**src/rtl/dilithium_pkg.sv**
```systemverilog
`default_nettype none
// ============================================================================
// Module   : dilithium_pkg
// Purpose  : Shared constants, FSM state type and bit-reversal helper for the
//            coefficient-RAM datapath blocks.
// Contents : POLY_N, BITREV_BITS, state_t {IDLE, RUN, DRAIN}, rev8()
// Revision : 1.0 - initial release
// ============================================================================
package dilithium_pkg;

    localparam int POLY_N      = 256;
    localparam int BITREV_BITS = 8;

    typedef enum logic [1:0] {
        IDLE  = 2'd0,
        RUN   = 2'd1,
        DRAIN = 2'd2
    } state_t;

    // Reverse the low BITREV_BITS bits (NTT bit-reversed index).
    function automatic logic [BITREV_BITS-1:0] rev8(input logic [BITREV_BITS-1:0] x);
        logic [BITREV_BITS-1:0] r;
        for (int i = 0; i < BITREV_BITS; i++) begin
            r[i] = x[BITREV_BITS-1-i];
        end
        return r;
    endfunction

endpackage
`default_nettype wire

```
**src/rtl/stream_skid_fifo.sv**
```systemverilog
`default_nettype none
// ============================================================================
// Module   : stream_skid_fifo
// Purpose  : 2-entry FIFO holding words returned by the RAM until the stream
//            consumer accepts them.
// Ports    : clk, rst        - clock, synchronous active-high reset
//            push, push_data - write one word
//            pop             - remove head word
//            pop_data        - head word (valid when occ != 0)
//            occ             - number of stored words, 0..2
// Revision : 1.0 - initial release
// ============================================================================
module stream_skid_fifo #(
    parameter int WIDTH = 96
) (
    input  logic             clk,
    input  logic             rst,
    input  logic             push,
    input  logic [WIDTH-1:0] push_data,
    input  logic             pop,
    output logic [WIDTH-1:0] pop_data,
    output logic [1:0]       occ
);

    logic [WIDTH-1:0] mem [2];
    logic             wr_ptr;
    logic             rd_ptr;

    always_ff @(posedge clk) begin
        if (rst) begin
            mem[0] <= '0;
            mem[1] <= '0;
            wr_ptr <= 1'b0;
            rd_ptr <= 1'b0;
            occ    <= 2'd0;
        end else begin
            if (push) begin
                mem[wr_ptr] <= push_data;
                wr_ptr      <= ~wr_ptr;
            end
            if (pop) begin
                rd_ptr <= ~rd_ptr;
            end
            occ <= occ + {1'b0, push} - {1'b0, pop};
        end
    end

    assign pop_data = mem[rd_ptr];

endmodule
`default_nettype wire

```
**src/rtl/ram_stream_reader.sv**
```systemverilog
`default_nettype none
// ============================================================================
// Module   : ram_stream_reader
// Purpose  : Walks a programmed RAM address range through one read port of a
//            1-cycle-latency RAM and presents the words as a valid/ready
//            stream without drops or duplicates under backpressure.
// Ports    : clk, rst                    - clock, sync active-high reset
//            start, base_addr, num_words - transfer request (sampled in IDLE)
//            busy, done                  - transfer status
//            ram_en, ram_addr, ram_dout  - RAM read port
//            m_valid, m_data, m_ready    - output stream
//            bitrev                      - only with BITREV_RD_EN: bit-reversed
//                                          low-8-bit offset order
// Config   : `define BITREV_RD_EN adds the bitrev input and reversed order.
// Revision : 1.0 - initial release
// ============================================================================
module ram_stream_reader
    import dilithium_pkg::*;
#(
    parameter  int WIDTH  = 96,
    parameter  int LENGTH = 1024,
    localparam int ADDR_W = $clog2(LENGTH)
) (
    input  logic              clk,
    input  logic              rst,
    input  logic              start,
    input  logic [ADDR_W-1:0] base_addr,
    input  logic [ADDR_W:0]   num_words,
    output logic              busy,
    output logic              done,
    output logic              ram_en,
    output logic [ADDR_W-1:0] ram_addr,
    input  logic [WIDTH-1:0]  ram_dout,
    output logic              m_valid,
    output logic [WIDTH-1:0]  m_data,
`ifdef BITREV_RD_EN
    input  logic              bitrev,
`endif
    input  logic              m_ready
);

    localparam logic [ADDR_W:0] LEN_W = (ADDR_W+1)'(LENGTH);

    state_t            state;
    logic [ADDR_W-1:0] base_q;
    logic [ADDR_W:0]   num_q;
    logic [ADDR_W:0]   issued;
    logic [ADDR_W:0]   issued_nx;
    logic              inflight;
    logic [1:0]        occ;
    logic              pop;
    logic [2:0]        fill;
    logic [ADDR_W-1:0] lin_off;
    logic [ADDR_W-1:0] offset;
    logic [ADDR_W:0]   addr_sum;

    assign pop       = m_valid && m_ready;
    assign issued_nx = issued + 1'b1;
    assign lin_off   = issued[ADDR_W-1:0];

    // Words stored plus the one on its way back, after this cycle's pop;
    // issuing only below 2 guarantees the 2-entry FIFO never overflows.
    assign fill   = {1'b0, occ} + {2'b00, inflight} - {2'b00, pop};
    assign ram_en = (state == RUN) && (issued < num_q) && (fill < 3'd2);

`ifdef BITREV_RD_EN
    logic              bitrev_q;
    logic [ADDR_W-1:0] rev_off;

    generate
        if (ADDR_W > BITREV_BITS) begin : g_rev_hi
            assign rev_off = {lin_off[ADDR_W-1:BITREV_BITS], rev8(lin_off[BITREV_BITS-1:0])};
        end else if (ADDR_W == BITREV_BITS) begin : g_rev_eq
            assign rev_off = rev8(lin_off);
        end else begin : g_rev_none
            assign rev_off = lin_off;
        end
    endgenerate

    assign offset = bitrev_q ? rev_off : lin_off;
`else
    assign offset = lin_off;
`endif

    // Both operands are below LENGTH, so one conditional subtract is the modulo.
    assign addr_sum = {1'b0, base_q} + {1'b0, offset};
    assign ram_addr = (addr_sum >= LEN_W) ? ADDR_W'(addr_sum - LEN_W) : addr_sum[ADDR_W-1:0];

    stream_skid_fifo #(
        .WIDTH (WIDTH)
    ) u_fifo (
        .clk       (clk),
        .rst       (rst),
        .push      (inflight),
        .push_data (ram_dout),
        .pop       (pop),
        .pop_data  (m_data),
        .occ       (occ)
    );

    assign m_valid = (occ != 2'd0);

    always_ff @(posedge clk) begin
        if (rst) begin
            state    <= IDLE;
            base_q   <= '0;
            num_q    <= '0;
            issued   <= '0;
            inflight <= 1'b0;
            busy     <= 1'b0;
            done     <= 1'b0;
`ifdef BITREV_RD_EN
            bitrev_q <= 1'b0;
`endif
        end else begin
            inflight <= ram_en;
            done     <= 1'b0;
            case (state)
                IDLE: begin
                    if (start) begin
                        if (num_words == '0) begin
                            done <= 1'b1;
                        end else begin
                            base_q <= base_addr;
                            num_q  <= num_words;
                            issued <= '0;
                            busy   <= 1'b1;
                            state  <= RUN;
`ifdef BITREV_RD_EN
                            bitrev_q <= bitrev;
`endif
                        end
                    end
                end
                RUN: begin
                    if (ram_en) begin
                        issued <= issued_nx;
                        if (issued_nx == num_q) begin
                            state <= DRAIN;
                        end
                    end
                end
                DRAIN: begin
                    // Finish in the cycle after the last word is accepted.
                    if (!inflight && ((occ == 2'd0) || ((occ == 2'd1) && pop))) begin
                        state <= IDLE;
                        busy  <= 1'b0;
                        done  <= 1'b1;
                    end
                end
                default: state <= IDLE;
            endcase
        end
    end

endmodule
`default_nettype wire

```
**config.mk**
```make
export PLATFORM = sky130hd
export DESIGN_NAME = ram_stream_reader
export DESIGN_NICKNAME = d
export VERILOG_FILES = /design/src/rtl/dilithium_pkg.sv /design/src/rtl/stream_skid_fifo.sv /design/src/rtl/ram_stream_reader.sv
export SDC_FILE = /design/constraint.sdc
export NUM_CORES = 1
export LEC_CHECK = 0
export BUFFER_PORTS_ARGS = -buffer_cell sky130_fd_sc_hd__buf_4
export CORE_MARGIN = 3
export CORE_UTILIZATION = 30
export DETAILED_ROUTE_END_ITERATION = 12
export GPL_TIMING_DRIVEN = 0
export PLACE_DENSITY = 0.54
export REMOVE_ABC_BUFFERS = 1
export SETUP_SLACK_MARGIN = 0.05
export SYNTH_ARGS = -nofsm -noshare
export SYNTH_HDL_FRONTEND = slang
export SYNTH_SLANG_ARGS = --single-unit
```
**constraint.sdc**
```tcl
create_clock -name clk -period 7.9 [get_ports clk]
set_clock_uncertainty 0.15 [all_clocks]
set_input_delay 1.975 -clock clk [delete_from_list [all_inputs] [get_ports clk]]
set_output_delay 1.975 -clock clk [all_outputs]
set_load 0.02 [all_outputs]
```
# After elaboration in Yosys (flattened, before gate mapping)
# Memories as Yosys holds them, arrays and structs flattened. A register that Yosys moved wholly into a read port is not among the register bits.
# Index checks and enable logic that the tools add are counted.
# word_totals
mem_count	1
ff_bits	41
ram_bits	192
in_bits	121
output_inout_bits	110
wordCells	80
# memory_table
memory	words	width	rd	rd_clocked_by_memory_dff	write_ports	line	source
u_fifo.mem	2	96	1	1	2	stream_skid_fifo.sv:25	logic [WIDTH-1:0] mem [2];
# classes
n_addsub	7
n_reduce_logical	18
n_eq_ne	9
magnitude_cmp	3
mux	29
n_bitwise	3
# op_table
operator	n
two-way mux 96 bit	1
OR reduction 96 bit	1
two-way mux 11 bit	3
one-hot mux 11 bit (2 select lines)	1
two-way mux 1 bit	15
adder 10 x 10 -> 11 bit	1
adder 11 x 1 -> 11 bit, second input constant	1
== test 11 bit	1
greater-or-equal comparator 11 bit, second input constant	1
zero test 11 bit	1
< comparator 11 bit	1
two-way mux 10 bit	1
two-way mux 2 bit	5
subtractor 10 x 1 -> 10 bit, second input constant	1
inequality test 2 bit, second input constant	4
AND reduction 4 bit	2
one-hot mux 2 bit (3 select lines)	1
nonzero test 2 bit	3
logical AND 1 bit	5
AND reduction 5 bit	1
== test 2 x 1 -> 1 bit, second input constant	2
zero test 2 bit	2
one-hot mux 1 bit (2 select lines)	2
adder 2 x 1 -> 3 bit	1
10 further kinds	12

# Depth between registers and ports, before layout
# Gate-level depths: netlist (run 1).
# depth
ltp_word	7
ltp_mapped	15
mapped_depth_nobuf	14

# Hierarchy
# From an unflattened synthesis (run 1), not the netlist that was laid out.
# hier_totals
hier_cells	961
area_unflattened_um2	11354.6
# modules_own_cells
module	seq_area_each_um2	area_per_inst_um2	cells_each	instances
stream_skid_fifo	5865.6	8823.5	640	1
ram_stream_reader	740.7	2531.2	321	1

# Worst setup path before layout (run 1)
# No wires, ideal clock.
# synth_path
path_kind	input -> output
start	in m_ready
end	out ram_en
required_ps	5775
path_buffers	1
stages	11
setup_slack_ps	2065
arrival_ps	3710
path_cell_list	and2_1 ha_1 inv_1 ha_1 fa_1 nor2_1 o2111ai_1 a21oi_1 o21ai_2 inv_4 buf_6
# synth_via
elab_chain_cells	4
# synth_lines
item	line	source
start, declared	ram_stream_reader.sv:39	input logic m_ready
logical AND 1 bit	ram_stream_reader.sv:57	assign pop = m_valid && m_ready;
subtractor 3 x 1 -> 3 bit	ram_stream_reader.sv:63	assign fill = {1'b0, occ} + {2'b00, inflight} - {2'b00, pop};
via fill[1]	ram_stream_reader.sv:52	logic [2:0] fill;
< comparator 3 x 2 -> 1 bit	ram_stream_reader.sv:64	assign ram_en = (state == RUN) && (issued < num_q) && (fill < 3'd2);
logical AND 1 bit	ram_stream_reader.sv:64	
end, declared	ram_stream_reader.sv:31	output logic ram_en,
# The timed path passes the listed nets, and every way through them passes these cells.

# Final worst setup path (run 1)
# layout_path
start	in m_ready
end	out ram_en
# layout_via
elab_chain_cells	4
# layout_lines
item	line	source
logical AND 1 bit	ram_stream_reader.sv:57	
via pop	ram_stream_reader.sv:51	logic pop;
subtractor 3 x 1 -> 3 bit	ram_stream_reader.sv:63	
< comparator 3 x 2 -> 1 bit	ram_stream_reader.sv:64	
logical AND 1 bit	ram_stream_reader.sv:64	
# The timed path passes the listed nets, and every way through them passes these cells.

==> results.txt, run 1 <==
----------------------------------------------------
[Floorplan]
  Die footprint ... 38640 um^2
  Height of the die ... 196.6 um
  Die Width ... 196.6 um
  Area inside the core boundary ... 35660 um^2
  Boundary Pins ... 231
  Cell Rows ... 69
  Effective utilization at floorplan ... 30.56%

[Min path]
  Number of stages on the worst hold path ... 2
  Class of the most critical hold timing path ... flip-flop to flip-flop
  Destination of the worst hold path ... base_q[7]
  Critical hold path startpoint ... base_q[7]

[Timing]
  Peak clock frequency supported by timing ... 160.0 MHz
  Total of endpoints with negative setup slack in the final report ... 0
  Number of slew-limit violations in the final report ... 0
  RSZ-0062 raised after global routing ... no
  Total count of hold-check failures in the final report ... 0
  Worst path setup slack after routing ... 1650 ps
  Final sum of negative setup slack ... 0 ps
  Slew @ Worst Pin ... 1049 ps
  Worst relative slew slack ... 30.09%
  Min Clock Period, post-route ... 6250 ps
  Post-route fraction of the period consumed by the critical path ... 79.11%

[Cells and area]
  Antenna cell count ... 0
  Layout cell share with drive strength beyond 1 ... 36.66%
  Utilization after layout ... 39.90%
  Number of non-filler instances in the completed layout ... 1563
  Nets ... 1226
  Growth of design area from synthesis to finish ... 30.57%

[Synthesis]
  Ys Warns ... 0
  Portion of synthesized cell area occupied by the leading cell type ... 52.92%
  Area leader, netlist ... edfxtp_1
  Number of enable-type register cells in the synthesized netlist ... 192
  Cell area after synthesis ... 10900 um^2
  Register bit count reported by yosys ... 234
  Most frequently used flop master after synthesis ... edfxtp_1
  Synth unique cells ... 61
  Fraction of registers with async set/reset ... 0%
  Seq/Total Area, Yosys ... 60.63%
  Gate Count Post-Synth ... 848
  Mean instance size in the synthesized netlist ... 12.85 um^2
  Cell types occupying the most area after synthesis ... edfxtp_1, and2_1, mux2_2

[Placed design]
  Pre-CTS worst setup slack ... 1638 ps
  Number of cells after detailed placement ... 1511
  Last weighted congestion value of the routability-driven placer ... 0.7779
  Number of port buffers ... 230
  Detail Placement HPWL ... 18.22 mm

[Routing]
  Sum of routed wire length over all layers ... 26.71 mm
  Vias ... 7157
  Residual DRC ... 0
  Drt first-iter violations ... 293
  Pre-Repair DR Iteration Count ... 4
  Final routed wire length divided by cell count ... 17.09 um
  Final ANT Viol Nets ... 0
  Average via count per standard cell ... 4.579

[Critical path]
  Worst setup EP type ... primary output
  Start point of the critical path ... m_ready
  Type of the worst setup path ... input pin to primary output
  Worst-path cell with the longest stage delay ... fa_1
  Reg2Reg Launch Point ... u_fifo.occ[1]
  Data required, critical path ... 5780 ps
  Count of cells along the worst register-to-register path ... 13
  Reg2Reg Setup Slack ... 4900 ps
  Slowest Stage Delay on Critical Path ... 370 ps
  Buf/Inv on CP ... 4
  Kind of start point of the critical path ... input pin
  Cell chain of the critical path ... buf_4, and2_1, ha_1, inv_1, ha_1, fa_1, xor2_1, o2111ai_1, a21oi_1, o21ai_2, inv_4, buf_4
  Critical path peak fanout ... 14
  WP data arrival ... 4120 ps
  Gate family responsible for the most delay along the worst path ... adder cells
  Endpoint of the most critical register-to-register path ... issued[7]

[Clock tree]
  Cell at the root of the clock tree ... clkbuf_16
  # Post-CTS Setup Buffers ... 0
  TritonCTS buffer count ... 28
  Maximum root-to-sink buffer count ... 3
  Clock transition at the registers of the reported paths ... 60 ps
  CTS H-tree depth ... 1
  Total of hold buffers inserted after clock tree synthesis ... 0
  Worst-Skew Late Latency ... 530 ps
  Quantity of gates resized following cts ... 0
  CTS tree ... yes
  Clk sinks ... 234

[Power and ir drop]
  Standby leakage power ... 5.751 nW
  Peak supply drop ... 0.1627 mV
  Power density cells ... 276.4 nW/um^2

[Global route]
  Met2 track utilization from global routing ... 22.25%
  M1 GR Usage ... 18.04%
  First-pass GRT wire length ... 40.97 mm
  Via count of the first global-routing pass ... 7247
  Total routing usage reported by global routing ... 13.30%
  Initial antenna violation count ... 0
  Top Usage Layer GRT ... met2
  GRT overflow ... 0
  GR met3 Demand/Resource ... 2.718%
  Pin count of the biggest net entering global routing ... 63

[Run]
  Max cap viols ... 0

[Status]
  Result of the run ... finished, final reports clean

----------------------------------------------------
[sequential cells by signal, summed over array words and instances (netlist names), named ones only]
name / flops
u_fifo.mem: 192
u_fifo.rd_ptr: 1
u_fifo.wr_ptr: 1
issued: 11
inflight: 1
base_q: 10
busy: 1
state: 2
done: 1
u_fifo.occ: 2
num_q: 11
[worst min-delay path, stage by stage (launching register included)]
cell	delay (ps)
dfxtp_1	310
nand2_1	50
a21oi_1	50
[cell usage after synthesis (5+ instances only)]
cell type  instances
a211oi_1           5
a21oi_1           41
a311oi_1           5
and2_1           194
and3_1             5
clkbuf_1          34
dfxtp_1           42
edfxtp_1         192
ha_1              23
inv_1             23
mux2_2            96
nand2_1           55
nand3_1            6
nor2_1            17
nor3_1             5
o21ai_0           12
xnor2_1           17
xor2_1             5
[cell families (layout without fill, tap and decap cells)]
kind of cell    Yosys count  count (layout)  share of synthesized area [%]
compound gates           85              85                          5.019
xor+xnor                 22              22                          1.768
fa+ha+maj                25              25                          3.009
buf+inv                  70             324                          2.836
flops                   234             234                          60.63
mux                      97              97                          10.01
simple gates            315             315                          16.72
[per-layer routing]
layer	routed length, um	vias to the layer above
met5	0	-
met3	1607	27
li1	-	3471
met1	12130	3462
met2	12640	197
met4	333	0
[power by group]
part	internal [W]	switching (W)
Combinational	0.000510	0.000589
Clock	0.000793	0.000497
Sequential	0.00147	0.0000709
[layout make-up]
| type | count | area [um^2] |
|---|---|---|
| Fill cell | 3503 | 21430 |
| Sequential cell | 234 | 6610 |
| Multi-Input combinational cell | 544 | 4008 |
| Timing Repair Buffer | 248 | 2006 |
| Clock buffer | 30 | 729.5 |
| Tap cell | 461 | 576.8 |
| Clock inverter | 22 | 203.9 |
| Inverter | 24 | 92.59 |
[worst max path at each step]
| stage | to | cells after the start |
|---|---|---|
| floorplan | u_fifo.mem[0][0] | 2 |
| global placement | u_fifo.mem[0][94] | 3 |
| detailed placement | ram_en | 12 |
| CTS | ram_en | 12 |
| global route | ram_en | 12 |
| finish | ram_en | 12 |
[stage by stage]
stage / hold WS [ps] / total power [W] / area (um^2)
global placement: 301.8 / 0.002704 / 12980
finish: 310.5 / 0.003932 / 14230
detailed placement: 303.0 / 0.002689 / 13290
CTS: 313.3 / 0.003999 / 14230
floorplan: 284.6 / 0.002200 / 10680
global route: 329.9 / 0.004122 / 14230
[cells in the final DEF, fill, tap and decap left out, drive strengths merged, types with 15 or more instances in the layout]
master,count
a21oi,41
and2,194
buf,248
clkbuf,30
clkinv,18
dfxtp,42
edfxtp,192
ha,23
inv,24
mux2,96
nand2,55
nor2,18
o21ai,15
xnor2,17
No activity file was read; power rests on OpenSTA's default activity.
==> inputs of run 2 (changes only) <==
Settings changed: PLACE_DENSITY 0.54 to 0.56.
Clock period 7.9 ns to 5.7 ns, I/O delays scaled along.
==> run 2 against run 1 <==
Against the previous run:
- clock-buffer cell count increased by 10
- combinational power up 37%
- non-clock buffer count down 2
- utilization fell by 0.32 points
- design area decreased by 0.80%
- die area unchanged
- routed wire length down 0.98%
- clock power grew 26%
- worst setup slack got worse by 1100 ps
- critical path depth is the same
- power rose by 34%
- worst hold slack gained 1.1 ps
- critical path type unchanged
- largest cell class unchanged
==> results.txt, run 2 (same netlist as run 1, synthesis figures left out) <==
----------------------------------------------------
[Routing]
  Vias ... 7181 (+0.34%)
  Pre-Repair DR Iteration Count ... 4 (unchanged)
  Drt first-iter violations ... 309 (+5.5%)
  Sum of routed wire length over all layers ... 26.45 mm (-0.98%)
  Average via count per standard cell ... 4.603 (+0.53%)
  Final ANT Viol Nets ... 0 (unchanged)
  Residual DRC ... 0 (unchanged)
  Final routed wire length divided by cell count ... 16.96 um (-0.79%)

[Clock tree]
  Maximum root-to-sink buffer count ... 3 (unchanged)
  Total of hold buffers inserted after clock tree synthesis ... 0 (unchanged)
  Quantity of gates resized following cts ... 0 (unchanged)
  Cell at the root of the clock tree ... clkbuf_16
  Worst-Skew Late Latency ... 530 ps (about the same)
  TritonCTS buffer count ... 27 (-3.6%)
  # Post-CTS Setup Buffers ... 0 (unchanged)
  CTS tree ... yes
  Clk sinks ... 234 (unchanged)
  CTS H-tree depth ... 1 (unchanged)
  Clock transition at the registers of the reported paths ... 60 ps (about the same)

[Global route]
  GRT overflow ... 0 (unchanged)
  Initial antenna violation count ... 0 (unchanged)
  Pin count of the biggest net entering global routing ... 63 (unchanged)
  Via count of the first global-routing pass ... 7245 (-0.028%)
  First-pass GRT wire length ... 41.16 mm (+0.45%)
  Total routing usage reported by global routing ... 13.30% (about the same)

[Timing]
  Slew @ Worst Pin ... 1017 ps (-32.17 ps)
  Worst relative slew slack ... 32.23% (+2.1 points)
  Worst hold margin ... 311.5 ps (+1.068 ps)
  Total count of hold-check failures in the final report ... 0 (unchanged)
  Number of slew-limit violations in the final report ... 0 (unchanged)
  Peak clock frequency supported by timing ... 193.5 MHz
  Post-route fraction of the period consumed by the critical path ... 90.65%
  Total of endpoints with negative setup slack in the final report ... 0 (unchanged)
  RSZ-0062 raised after global routing ... no
  Final sum of negative setup slack ... 0 ps (unchanged)
  Min Clock Period, post-route ... 5167 ps

[Critical path]
  Reg2Reg Setup Slack ... 2680 ps (-2220 ps)
  Critical path peak fanout ... 14 (unchanged)
  Start point of the critical path ... m_ready
  Worst setup EP type ... primary output
  Type of the worst setup path ... input pin to primary output
  Endpoint of the most critical register-to-register path ... issued[5]
  Kind of start point of the critical path ... input pin
  Reg2Reg Launch Point ... u_fifo.occ[1]
  WP data arrival ... 3590 ps (-530 ps)
  Count of cells along the worst register-to-register path ... 13 (unchanged)
  Data required, critical path ... 4120 ps (-1660 ps)

[Cells and area]
  Nets ... 1223 (-0.24%)
  Largest register FFs ... 192 (unchanged)
  Area of combinational cells with multiple inputs ... 4008 um^2 (unchanged)
  Most common cell after layout, fill and taps aside ... buf_4
  Layout cell share with drive strength beyond 1 ... 35.52% (-1.1 points)
  Storage cell area ... 6610 um^2 (unchanged)
  Regs by FF count ... u_fifo.mem x192, issued x11, num_q x11
  Register name with the most flops ... u_fifo.mem
  Fillers ... 3433 (-2.0%)
  Growth of design area from synthesis to finish ... 29.52%
  Highest-count cells in the layout ignoring fill and taps ... buf_4, and2_1, edfxtp_1, mux2_2, nand2_1
  Number of non-filler instances in the completed layout ... 1560 (-0.19%)

[Min path]
  Destination of the worst hold path ... base_q[8]
  Class of the most critical hold timing path ... flip-flop to flip-flop
  Critical hold path startpoint ... base_q[8]
  Number of stages on the worst hold path ... 2 (unchanged)

[Floorplan]
  Area inside the core boundary ... 35660 um^2 (unchanged)
  Die footprint ... 38640 um^2 (unchanged)
  Boundary Pins ... 231 (unchanged)
  Effective utilization at floorplan ... 30.56% (unchanged)
  Die Width ... 196.6 um (unchanged)
  Cell Rows ... 69 (unchanged)
  Height of the die ... 196.6 um (unchanged)

[Placed design]
  Detail Placement HPWL ... 18.10 mm (-0.63%)
  Last weighted congestion value of the routability-driven placer ... 0.7938 (+2.0%)
  Number of cells after detailed placement ... 1509 (-0.13%)
  Number of port buffers ... 230 (unchanged)

[Run]
  Max cap viols ... 0 (unchanged)

[Status]
  Result of the run ... finished, final reports clean

[Power and ir drop]
  Power density cells ... 374.2 nW/um^2 (+35%)
  Standby leakage power ... 5.674 nW (-1.3%)
  Peak supply drop ... 0.2184 mV (+34%)

----------------------------------------------------
run 2: cell types whose count changed in the layout (fill, tap and decap cells not counted), sizes merged:
| cell | delta |
|---|---|
| bufinv | -3 |
| diode | +1 |
| clkbuf | +10 |
| buf | -2 |
| clkinv | -10 |
| inv | +1 |
run 2: worst max-delay path by stage:
stage	slack, ps	to	cells after the start
2_1_floorplan	390	u_fifo.mem[0][0]	2
3_3_place_gp	-5380	u_fifo.mem[0][94]	3
3_5_place_dp	530	ram_en	12
4_1_cts	520	ram_en	12
5_1_grt	380	ram_en	12
6_report	530	ram_en	12
run 2: per-stage QoR:
step | setup WS (ps) | area (um^2) | power (W) | utilization, %
finish | 533.0 | 14110 | 0.005281 | 39.58
detailed placement | 533.3 | 13280 | 0.003725 | 37.25
global route | 379.9 | 14110 | 0.005543 | 39.57
floorplan | 391.6 | 10680 | 0.003050 | -
global placement | -5384 | 12980 | 0.003740 | 36.41
CTS | 523.3 | 14110 | 0.005381 | 39.57
run 2: area by class of cell:
cell class	instances	area share, %
clock buffers	40	5.284
well taps	461	4.087
diodes	1	0.01773
clock inverters	10	0.5763
multi-input cells	544	28.40
repair buffers	246	14.14
flip-flops and latches	234	46.84
inverters	24	0.6561
run 2: power breakdown:
group	switching, W	internal (W)	total, W
clock network	0.000668	0.000950	0.00162
logic	0.000803	0.000707	0.00151
registers	0.000111	0.00204	0.00215
total	0.00158	0.00370	0.00528
run 2: critical path, stage by stage:
cell       delay [ps]
buf_4             120
and2_1            160
ha_1              280
inv_1              40
ha_1              180
fa_1              460
nor2_1            100
o2111ai_1         110
a21oi_1           160
o21ai_2           170
inv_4             200
buf_4             170
run 2: per-layer routing:
metal  GRT usage (%)  wire length (um)  vias up
li1                -                 -     3470
met1           18.30             11970     3479
met2           22.10             12430      201
met3           2.496              1581       31
met4           2.772               470        0
met5               0                 0        -
